<file path="src/rtl/tile_row_fetcher.sv">
// rtl/tile_row_fetcher.sv - scanline tile-index fetcher with ping-pong line buffer
// Reads one map row from a 1-cycle-latency RAM per line_start; renderer reads the other buffer.
module tile_row_fetcher #(
    parameter int A     = 16,
    parameter int D     = 16,
    parameter int COLS  = 40,
    parameter int MAP_W = 64,
    parameter int BASE  = 0
) (
    input  logic         clk,
    input  logic         reset,
    input  logic         line_start,
    input  logic [5:0]   tile_row,
    input  logic [5:0]   scroll_col,
    output logic [A-1:0] ram_addr,
    input  logic [D-1:0] ram_dout,
    input  logic [5:0]   rd_col,
    output logic [D-1:0] rd_tile,
    output logic         busy,
    output logic         done,
    output logic         overrun
);

    localparam logic [1:0] S_IDLE  = 2'd0;
    localparam logic [1:0] S_ISSUE = 2'd1;
    localparam logic [1:0] S_DRAIN = 2'd2;

    localparam int         ROW_SH   = $clog2(MAP_W);
    localparam logic [5:0] COL_MASK = 6'(MAP_W - 1);
    localparam logic [5:0] LAST_IC  = 6'(COLS - 1);
    localparam logic [6:0] N_COLS   = 7'(COLS);

    logic [1:0]   r_state;
    logic         r_front;
    logic         r_valid;
    logic [5:0]   r_row;
    logic [5:0]   r_scroll;
    logic [5:0]   r_ic;
    logic         r_cap;
    logic [5:0]   r_wc;
    logic [A-1:0] r_ram_addr;
    logic [D-1:0] r_rd_tile;
    logic         r_busy;
    logic         r_done;
    logic         r_overrun;
    logic [D-1:0] r_buf [2][COLS];

    // Column wraps within the map row so a scrolled fetch never spills into the next row.
    function automatic logic [A-1:0] map_addr(input logic [5:0] row, input logic [5:0] scol,
                                              input logic [5:0] ic);
        logic [5:0] col;
        col = (scol + ic) & COL_MASK;
        return A'(BASE) + (A'(row) << ROW_SH) + A'(col);
    endfunction

    always_ff @(posedge clk) begin
        if (reset) begin
            r_state    <= S_IDLE;
            r_front    <= 1'b0;
            r_valid    <= 1'b0;
            r_row      <= '0;
            r_scroll   <= '0;
            r_ic       <= '0;
            r_cap      <= 1'b0;
            r_wc       <= '0;
            r_ram_addr <= '0;
            r_busy     <= 1'b0;
            r_done     <= 1'b0;
            r_overrun  <= 1'b0;
        end else begin
            r_done    <= 1'b0;
            r_overrun <= 1'b0;
            r_cap     <= 1'b0;
            if (line_start) begin
                // valid is only ever set in IDLE, so an aborted fetch can never swap.
                if (r_valid)
                    r_front <= ~r_front;
                r_overrun  <= (r_state != S_IDLE);
                r_valid    <= 1'b0;
                r_row      <= tile_row;
                r_scroll   <= scroll_col;
                r_ic       <= '0;
                r_ram_addr <= map_addr(tile_row, scroll_col, 6'd0);
                r_busy     <= 1'b1;
                r_state    <= S_ISSUE;
            end else begin
                case (r_state)
                    S_ISSUE: begin
                        r_cap <= 1'b1;
                        r_wc  <= r_ic;
                        if (r_ic == LAST_IC) begin
                            r_state <= S_DRAIN;
                        end else begin
                            r_ic       <= r_ic + 6'd1;
                            r_ram_addr <= map_addr(r_row, r_scroll, r_ic + 6'd1);
                        end
                    end
                    S_DRAIN: begin
                        r_state <= S_IDLE;
                        r_done  <= 1'b1;
                        r_valid <= 1'b1;
                        r_busy  <= 1'b0;
                    end
                    default: r_state <= S_IDLE;
                endcase
            end
        end
    end

    // A capture landing on a new line_start belongs to the aborted fetch and is dropped.
    always_ff @(posedge clk) begin
        if (!reset && r_cap && !line_start)
            r_buf[~r_front][r_wc] <= ram_dout;
    end

    always_ff @(posedge clk) begin
        if (reset)
            r_rd_tile <= '0;
        else if ({1'b0, rd_col} < N_COLS)
            r_rd_tile <= r_buf[r_front][rd_col];
        else
            r_rd_tile <= '0;
    end

    assign ram_addr = r_ram_addr;
    assign rd_tile  = r_rd_tile;
    assign busy     = r_busy;
    assign done     = r_done;
    assign overrun  = r_overrun;

endmodule
</file>
<file path="config.mk">
export PLATFORM = sky130hd
export DESIGN_NAME = tile_row_fetcher
export DESIGN_NICKNAME = d
export VERILOG_FILES = /design/src/rtl/tile_row_fetcher.sv
export SDC_FILE = /design/constraint.sdc
export NUM_CORES = 1
export LEC_CHECK = 0
export CAP_MARGIN = 20
export CELL_PAD_IN_SITES_DETAIL_PLACEMENT = 1
export CELL_PAD_IN_SITES_GLOBAL_PLACEMENT = 2
export CORE_ASPECT_RATIO = 2
export CORE_UTILIZATION = 25
export DETAILED_ROUTE_END_ITERATION = 7
export GPL_ROUTABILITY_DRIVEN = 0
export MAX_ROUTING_LAYER = met4
export PLACE_DENSITY_LB_ADDON = 0.25
export SETUP_SLACK_MARGIN = 0.02
export SLEW_MARGIN = 20
export SYNTH_ARGS = -nofsm -noshare
export SYNTH_HDL_FRONTEND = slang
export SYNTH_SLANG_ARGS = --single-unit
</file>
<file path="constraint.sdc">
create_clock -name clk -period 3 [get_ports clk]
set_input_delay 0.6 -clock clk [delete_from_list [all_inputs] [get_ports clk]]
set_output_delay 0.6 -clock clk [all_outputs]
set_load 0.05 [all_outputs]
</file>
==> flow_summary_export.csv, run 1 <==
group,metric,value,unit
outcome,outcome,"complete, no violations",
flow_run,cap_violations,0,
clock_tree,cts.sinks,1341,
routing,route.detailed.drc,0,
floorplan,start_util,25.2,%
worst_setup_path,cpLargestDelayFamily,"buffers and inverters",
worst_setup_path,cp.required,3630,ps
grt,grt_first_pass_wirelength,225000,um
clock_tree,numCtsBuffers,139,
routing,vias,25600,
yosys,synth-edff-count,1280,
routing,drtIter0Drc,1461,
grt,grt_usage,16.0,%
timing,maxSlewViolCount,0,
grt,grt_pass1_vias,28800,
pwr,total_leakage_power,20.0,nW
clock_tree,cts_tree,"built",
timing,timing.final.crit_share,96.9,%
routing,avgViaCountPerCell,4.48,
yosys,avgSynthCellArea,21.1,um2
clock_tree,path_clk_slew,60,ps
yosys,async_flop_share,0,%
floorplan,die_h,644,um
clock_tree,postCtsSetupRepairBufs,0,
finish,nets,2935,
yosys,synth_flop_cell,"edfxtp_1",
floorplan,core-area,0.205,mm2
worst_setup_path,reg2regPathDepth,10,
timing,final.setup.tns,0,ps
pwr,vdd_drop_max,0.376,mV
worst_setup_path,path_max_fanout,21,
timing,fmaxAchievable,0.344,GHz
yosys,yosysSeqAreaShare,76.9,%
place,hpwl,111000,um
worst_setup_path,path_buf_inv,5,
place,dpl_cell_area,0.0592,mm2
routing,wl,161000,um
grt,grt_overflow,0,
timing,tightest_slew,975,ps
timing,slew_headroom,34.6,%
finish,final_common_cell,"edfxtp_1",
worst_setup_path,crit_type,"reg -> reg",
floorplan,num_rows,235,
worst_setup_path,cp_common_cell,"buf_4",
worst_setup_path,regToRegSetupSlack,90,ps
finish,final_area,0.0635,mm2
finish,drive_gt1_share,31.5,%
timing,finalHoldViolCount,0,
floorplan,dieArea,0.208,mm2
clock_tree,cts_buffer_depth,4,
timing,setup_viol,0,
worst_setup_path,r2r_end,"rd_tile[12]",
routing,firstDrtPassIters,7,
worst_setup_path,cp-end-kind,"flop",
grt,grt_antenna_before_repair,2,
finish,final_cell_mix,"edfxtp_1 (1280), mux4_2 (300), buf_4 (257), nor2_1 (148), clkbuf_16 (142)",
worst_setup_path,cp_cell_sequence,"buf_16 -> buf_12 -> buf_4 -> nand2_1 -> o22ai_1 -> nor4_2 -> buf_4 -> buf_4 -> nor3_1 -> nand4_1",
timing,skew,45.5,ps
clock_tree,h-tree-depth,4,
worst_setup_path,worstPathArrival,3540,ps
hold_path,hold_class,"in -> reg",
clock_tree,cts_root_buf,"clkbuf_16",
place,portBuffers,67,
place,place_ws,-511,ps
pwr,powerDensity,614,mW/mm2
routing,ant_nets,0,
worst_setup_path,critical_path_depth,10,
yosys,netlist_instances,2439,
yosys,yosysUniqueCellTypes,62,
worst_setup_path,crit_path_end,"rd_tile[12]",
yosys,ys_ff_latch,1341,
grt,grt_max_degree,81,
clock_tree,clkLatencyLatePin,790,ps
timing,final.setup.worst_slack,94.2,ps
yosys,synth_area,0.0516,mm2
pwr,power.total,39.0,mW
finish,area_growth,23.1,%
worst_setup_path,cp-start-kind,"flop",
timing,fin_crit,2910,ps
yosys,yosys_warnings,0,
floorplan,pin_count,72,
timing,rsz0062_at_grt,"true",
worst_setup_path,crit_path_top_delay_cell,"dfxtp_4",
worst_setup_path,critPathMaxStageDelay,460,ps
floorplan,die_w,323,um
routing,wl_per_cell,28.2,um
[sequential cells by signal (all words and copies together) (netlist names), named ones only]
| name | count |
|---|---|
| done | 1 |
| r_valid | 1 |
| overrun | 1 |
| busy | 1 |
| rd_tile | 16 |
| r_buf | 1280 |
| r_scroll | 6 |
| ram_addr | 12 |
| r_ic | 6 |
| r_wc | 6 |
| r_front | 1 |
| r_state | 2 |
| r_cap | 1 |
| r_row | 6 |
[per-layer routing]
layer | wire [um] | global-route usage (%) | up-vias
met5 | 0 | - | -
met4 | 7530 | 7.01 | 0
met3 | 3860 | 1.61 | 240
met2 | 94700 | 31.4 | 459
met1 | 55200 | 15.4 | 13900
li1 | - | - | 11000
[cell type report]
cell class	count	area, um2
fillers	20600	141000
flip-flops and latches	1341	39700
multi-input cells	958	11200
repair buffers	443	5010
clock buffers	171	3680
well taps	2725	3410
clock inverters	66	520
inverters	8	30.0
diodes	4	10.0
[metrics by stage]
step | std cells | utilization (%) | hold slack (ps)
after floorplan | 2442 | - | 426
after global placement | 5474 | 28.9 | 455
final | 5716 | 31.0 | 91.3
after global routing | 5713 | 31.0 | 80.6
after detailed placement | 5475 | 28.9 | 455
after CTS | 5712 | 31.0 | 43.9
[where the power goes]
group,total (mW),internal [mW],switching (mW)
combinational,1.90,0.681,1.22
clock,16.6,9.20,7.36
sequential,20.5,20.5,0.0337
[synthesized netlist by cell type, drive strengths merged, types with 4 or more instances]
library cell / instances / area, um2
nand2b: 8 / 50.1
o221ai: 18 / 158
clkbuf: 38 / 143
a221oi: 4 / 35.0
nand3b: 8 / 63.8
o21ai: 19 / 95.1
and3: 6 / 37.5
nor2: 148 / 556
o22ai: 27 / 169
dfxtp: 61 / 1220
nand4: 5 / 31.3
mux2: 29 / 327
nor4: 6 / 37.5
ha: 6 / 75.1
o21a: 4 / 30.0
a21oi: 36 / 180
nor3: 19 / 95.1
a31oi: 6 / 37.5
mux4: 300 / 6760
nand2: 56 / 210
nor3b: 8 / 65.1
a32o: 5 / 50.1
edfxtp: 1280 / 38400
o22a: 6 / 52.6
a22o: 4 / 35.0
xnor2: 9 / 78.8
nand3: 9 / 45.0
buf: 97 / 631
inv: 8 / 30.0
mux2i: 107 / 1070
a22oi: 18 / 135
or4: 8 / 60.1
nor2b: 18 / 113
a211oi: 27 / 213
[cell families (layout without fill, tap and decap cells)]
kind of cell | Yosys count | count (layout) | share of synthesized area [%]
AND/OR/NAND/NOR | 313 | 313 | 2.85
other | 1 | 8 | 0.00727
XOR/XNOR | 12 | 12 | 0.204
adder cells (fa/ha/maj) | 7 | 7 | 0.184
flip-flops | 1341 | 1341 | 76.9
AO/OA/AOI/OAI | 186 | 186 | 2.50
multiplexers | 436 | 436 | 15.8
buffers and inverters | 143 | 688 | 1.56
[what timing repair did]
item                                   CTS  global route
pin swaps                                0             0
hold buffers                             0             0
endpoints found under the hold margin    0             0
setup endpoints to repair                7             2
resized for setup                       10             1
[worst min-delay path by stage]
| stage | from | endpoint | cells after the start |
|---|---|---|---|
| after floorplan | r_valid | r_valid | 2 |
| after global placement | r_valid | r_valid | 2 |
| after detailed placement | r_valid | r_valid | 2 |
| after CTS | ram_dout[1] | r_buf[1][561] | 1 |
| after global routing | ram_dout[1] | r_buf[0][561] | 1 |
| final | ram_dout[1] | r_buf[0][561] | 1 |
Note: power is estimated with default switching activity, not from simulation.
==> inputs of run 2 (changes only) <==
CTS_CLUSTER_SIZE = 25   (was unset)
REMOVE_ABC_BUFFERS = 1   (was unset)
SKIP_CTS_REPAIR_TIMING = 1   (was unset)
==> flow_summary_export.csv, run 2 (same netlist as run 1, synthesis figures left out) <==
group,metric,value,unit
routing,firstDrtPassIters,5,
worst_setup_path,cpLargestDelayFamily,"compound AO/OA/AOI/OAI gates",
timing,tightest_slew,896,ps
worst_setup_path,crit_type,"reg -> reg",
floorplan,pin_count,72,
timing,timing.hold.ws,317,ps
routing,wl_met3,3560,um
worst_setup_path,crit_path_top_delay_cell,"dfxtp_4",
routing,wl,162000,um
floorplan,die_w,323,um
clock_tree,cts_root_buf,"clkbuf_16",
routing,top_layer,"met4",
finish,area_growth,21.8,%
timing,final.setup.tns,0,ps
routing,vias,25500,
worst_setup_path,critPathMaxStageDelay,500,ps
finish,largest_reg_flops,1280,
grt,grt_max_degree,81,
pwr,switching_share,22.1,%
pwr,power.total,37.6,mW
floorplan,die_h,644,um
finish,final_util,30.6,%
worst_setup_path,worstPathArrival,3460,ps
timing,fin_crit,2860,ps
floorplan,start_util,25.2,%
place,place_ws,-320,ps
timing,setup_viol,0,
clock_tree,numCtsBuffers,117,
clock_tree,cts_tree,"built",
outcome,outcome,"complete, no violations",
finish,nets,2886,
finish,layoutNonFillerInstCount,5665,
timing,skew,39.4,ps
pwr,internal_power,29.3,mW
pwr,powerDensity,599,mW/mm2
routing,ant_nets,0,
grt,grt_usage,16.0,%
worst_setup_path,path_max_fanout,24,
clock_tree,h-tree-depth,3,
pwr,vdd_drop_max,0.458,mV
timing,final.setup.worst_slack,140,ps
place,dp.cells,5448,
clock_tree,cts.sinks,1341,
finish,drive_gt1_share,30.6,%
worst_setup_path,path_buf_inv,4,
pwr,netSwitchingPower,8.32,mW
timing,finalHoldViolCount,0,
place,hpwl,113000,um
clock_tree,cts_buffer_depth,3,
worst_setup_path,cp-end-kind,"flop",
timing,timing.final.crit_share,95.3,%
timing,maxSlewViolCount,0,
pwr,share_seq_of_total_power,54.6,%
worst_setup_path,cp_cell_sequence,"buf_12 -> buf_12 -> nor2b_1 -> buf_4 -> a22oi_1 -> nand2_1 -> o21ai_1 -> buf_4 -> o211ai_1",
pwr,clkPwrFrac,40.3,%
place,dpl_cell_area,0.0590,mm2
floorplan,dieArea,0.208,mm2
worst_setup_path,cp.required,3600,ps
grt,grt_antenna_before_repair,5,
clock_tree,path_clk_slew,70,ps
pwr,combPwrFrac,5.0,%
grt,grt_first_pass_wirelength,224000,um
timing,slew_headroom,40.3,%
timing,rsz0062_at_grt,"false",
finish,final_cell_mix,"edfxtp_1 (1280), mux4_2 (300), buf_4 (229), nor2_1 (126), buf_12 (123)",
worst_setup_path,regToRegSetupSlack,140,ps
finish,fillers,20700,
routing,met1Wirelength,52900,um
floorplan,num_rows,235,
routing,avgViaCountPerCell,4.50,
routing,route.met2.wl,94300,um
hold_path,hold_class,"in -> reg",
floorplan,core-area,0.205,mm2
grt,grt_pass1_vias,28400,
finish,final_common_cell,"edfxtp_1",
flow_run,cap_violations,0,
timing,fmaxAchievable,0.350,GHz
clock_tree,clkLatencyLatePin,730,ps
pwr,total_leakage_power,19.6,nW
finish,max_flop_register,"r_buf",
finish,final_area,0.0628,mm2
routing,wl_per_cell,28.6,um
finish,regArea,0.0397,mm2
worst_setup_path,cp-start-kind,"flop",
routing,route.detailed.drc,0,
place,portBuffers,67,
finish,multi_input_area,0.0112,mm2
grt,grt_overflow,0,
routing,drtIter0Drc,1673,
run 2: cell types whose count changed in the layout (fill, tap and decap cells not counted), sizes merged:
cell      delta
buf         -27
clkinvlp     -7
clkbuf      -26
diode        -3
bufinv       +4
clkinv       +8
run 2: path summary, 6_finish.rpt:
check / startpoint / endpoint / cells after the start
setup / recovery: flop / rd_tile[4] / 9
hold / removal: ram_dout[3] / r_buf[1][275] / 1
setup reg to reg: flop / rd_tile[4] / 9
hold reg to reg: r_valid / r_valid / 2
run 2: worst register-to-register path: stages (launching register included):
cell      delay (ps)
dfxtp_4          500
buf_12           210
buf_12           260
nor2b_1          200
buf_4            210
a22oi_1          400
nand2_1          330
o21ai_1          400
buf_4            180
o211ai_1          80
run 2: layer usage:
layer	up-vias	GRT usage, %
li1	10900	-
met1	13900	14.7
met2	488	31.3
met3	242	1.36
met4	0	9.79
met5	-	-
run 2: power by group through the flow:
stage                     registers (mW)  clock network (mW)  logic, mW
after CTS                           20.6                15.6       1.95
after detailed placement            21.0                   0       1.95
after floorplan                     21.1                   0      0.476
after global routing                20.6                16.1       1.98
after global placement              21.0                   0       1.91
final                               20.6                15.2       1.89
run 2: layout make-up:
class	count	share of cell area, %
clock buffers	145	4.94
clock inverters	71	1.04
inverters	8	0.0478
diodes	1	0.00398
flip-flops and latches	1341	63.2
multi-input cells	958	17.8
repair buffers	416	7.57
well taps	2725	5.43
==> inputs of run 3 (changes only) <==
CORE_MARGIN = 5   (was unset)
SLEW_MARGIN = 40   (was 20)
==> flow_summary_export.csv, run 3 (same netlist as run 1, synthesis figures left out) <==
group,metric,value,unit
outcome,outcome,"complete, no violations",
routing,route.detailed.drc,0,
worst_setup_path,critPathMaxStageDelay,880,ps
floorplan,start_util,25.0,%
finish,final_area,0.0635,mm2
floorplan,die_h,652,um
pwr,vdd_drop_max,0.517,mV
worst_setup_path,cp-start-kind,"flop",
finish,fillers,20900,
grt,grt_usage,15.4,%
timing,timing.hold.ws,220,ps
timing,maxSlewViolCount,0,
worst_setup_path,cpLargestDelayFamily,"buffers and inverters",
floorplan,num_rows,236,
timing,finalHoldViolCount,0,
hold_path,hold_class,"in -> reg",
worst_setup_path,cp_cell_sequence,"clkdlybuf4s50_1",
grt,grt_max_degree,81,
worst_setup_path,worstPathArrival,2180,ps
worst_setup_path,crit_path_top_delay_cell,"clkdlybuf4s50_1",
worst_setup_path,path_buf_inv,1,
clock_tree,numCtsBuffers,120,
timing,skew,43.8,ps
flow_run,cap_violations,0,
place,portBuffers,67,
timing,final.setup.tns,0,ps
finish,final_common_cell,"edfxtp_1",
pwr,powerDensity,611,mW/mm2
clock_tree,cts_buffer_depth,3,
timing,slew_headroom,45.5,%
clock_tree,clkLatencyLatePin,760,ps
clock_tree,h-tree-depth,3,
finish,final_cell_mix,"edfxtp_1 (1280), mux4_2 (300), buf_4 (247), nor2_1 (132), buf_12 (131)",
routing,avgViaCountPerCell,4.48,
clock_tree,path_clk_slew,70,ps
finish,nets,2909,
worst_setup_path,crit_type,"reg -> out",
timing,rsz0062_at_grt,"false",
routing,ant_nets,0,
grt,grt_pass1_vias,28800,
finish,final_util,30.8,%
clock_tree,cts_root_buf,"clkbuf_16",
routing,wl_per_cell,28.6,um
routing,drtIter0Drc,1615,
routing,firstDrtPassIters,5,
timing,tightest_slew,815,ps
pwr,total_leakage_power,19.9,nW
timing,timing.final.crit_share,92.8,%
worst_setup_path,cp-end-kind,"primary output",
floorplan,die_w,331,um
clock_tree,cts.sinks,1341,
finish,max_flop_register,"r_buf",
pwr,power.total,38.8,mW
timing,fmaxAchievable,0.359,GHz
timing,fin_crit,2780,ps
finish,drive_gt1_share,31.3,%
routing,wl,163000,um
floorplan,dieArea,0.216,mm2
floorplan,pin_count,72,
clock_tree,cts_tree,"built",
finish,area_growth,23.1,%
place,hpwl,114000,um
grt,grt_antenna_before_repair,9,
worst_setup_path,path_max_fanout,1,
grt,grt_overflow,0,
routing,vias,25600,
grt,grt_first_pass_wirelength,227000,um
place,dpl_cell_area,0.0593,mm2
worst_setup_path,cp.required,2400,ps
floorplan,core-area,0.206,mm2
finish,largest_reg_flops,1280,
timing,setup_viol,0,
[run 3: cell types whose count changed in the layout (fill, tap and decap cells not counted), sizes merged]
cell / previous run / this run
inv: 14 / 17
clkbuf: 145 / 147
clkinv: 52 / 41
clkinvlp: 4 / 11
bufinv: 9 / 19
diode: 1 / 4
buf: 369 / 389
[run 3: cell type report]
class	instances	area [um2]	area share, %
Inverter	8	30.0	0.0473
Timing Repair Buffer	436	5060	7.96
Clock buffer	147	3170	4.99
Multi-Input combinational cell	958	11200	17.6
Tap cell	2737	3420	5.39
Sequential cell	1341	39700	62.5
Antenna cell	4	10.0	0.0158
Clock inverter	80	966	1.52
[run 3: final timing paths]
path                            slack, ps            end    startpoint  cells past startpoint
worst max-delay path                  220     rd_tile[1]    rd_tile[1]                      1
worst min-delay path                  220  r_buf[1][607]  ram_dout[15]                      1
worst max register to register        300     rd_tile[3]          flop                      9
worst min register to register        460        r_valid       r_valid                      2
[run 3: per-layer routing]
| layer | wire, um | track usage, % | share of wire (%) | up-vias |
|---|---|---|---|---|
| li1 | - | - | - | 11000 |
| met1 | 53600 | 14.6 | 33 | 13800 |
| met2 | 93400 | 29.6 | 57 | 519 |
| met3 | 4370 | 1.53 | 2.7 | 255 |
| met4 | 11800 | 8.92 | 7.2 | 0 |
| met5 | 0 | - | 0 | - |
[run 3: power by group]
group	switching [mW]	internal (mW)	total (mW)	leakage (nW)
Clock	7.17	9.20	16.4	1.98
Sequential	0.0401	20.5	20.6	12.0
Combinational	1.23	0.687	1.91	5.89
[run 3: metrics by stage]
| step | std cells | setup WS [ps] |
|---|---|---|
| after floorplan | 2307 | -9160 |
| after global placement | 5474 | -176 |
| after detailed placement | 5474 | -217 |
| after CTS | 5701 | -216 |
| after global routing | 5709 | 186 |
| final | 5711 | 216 |
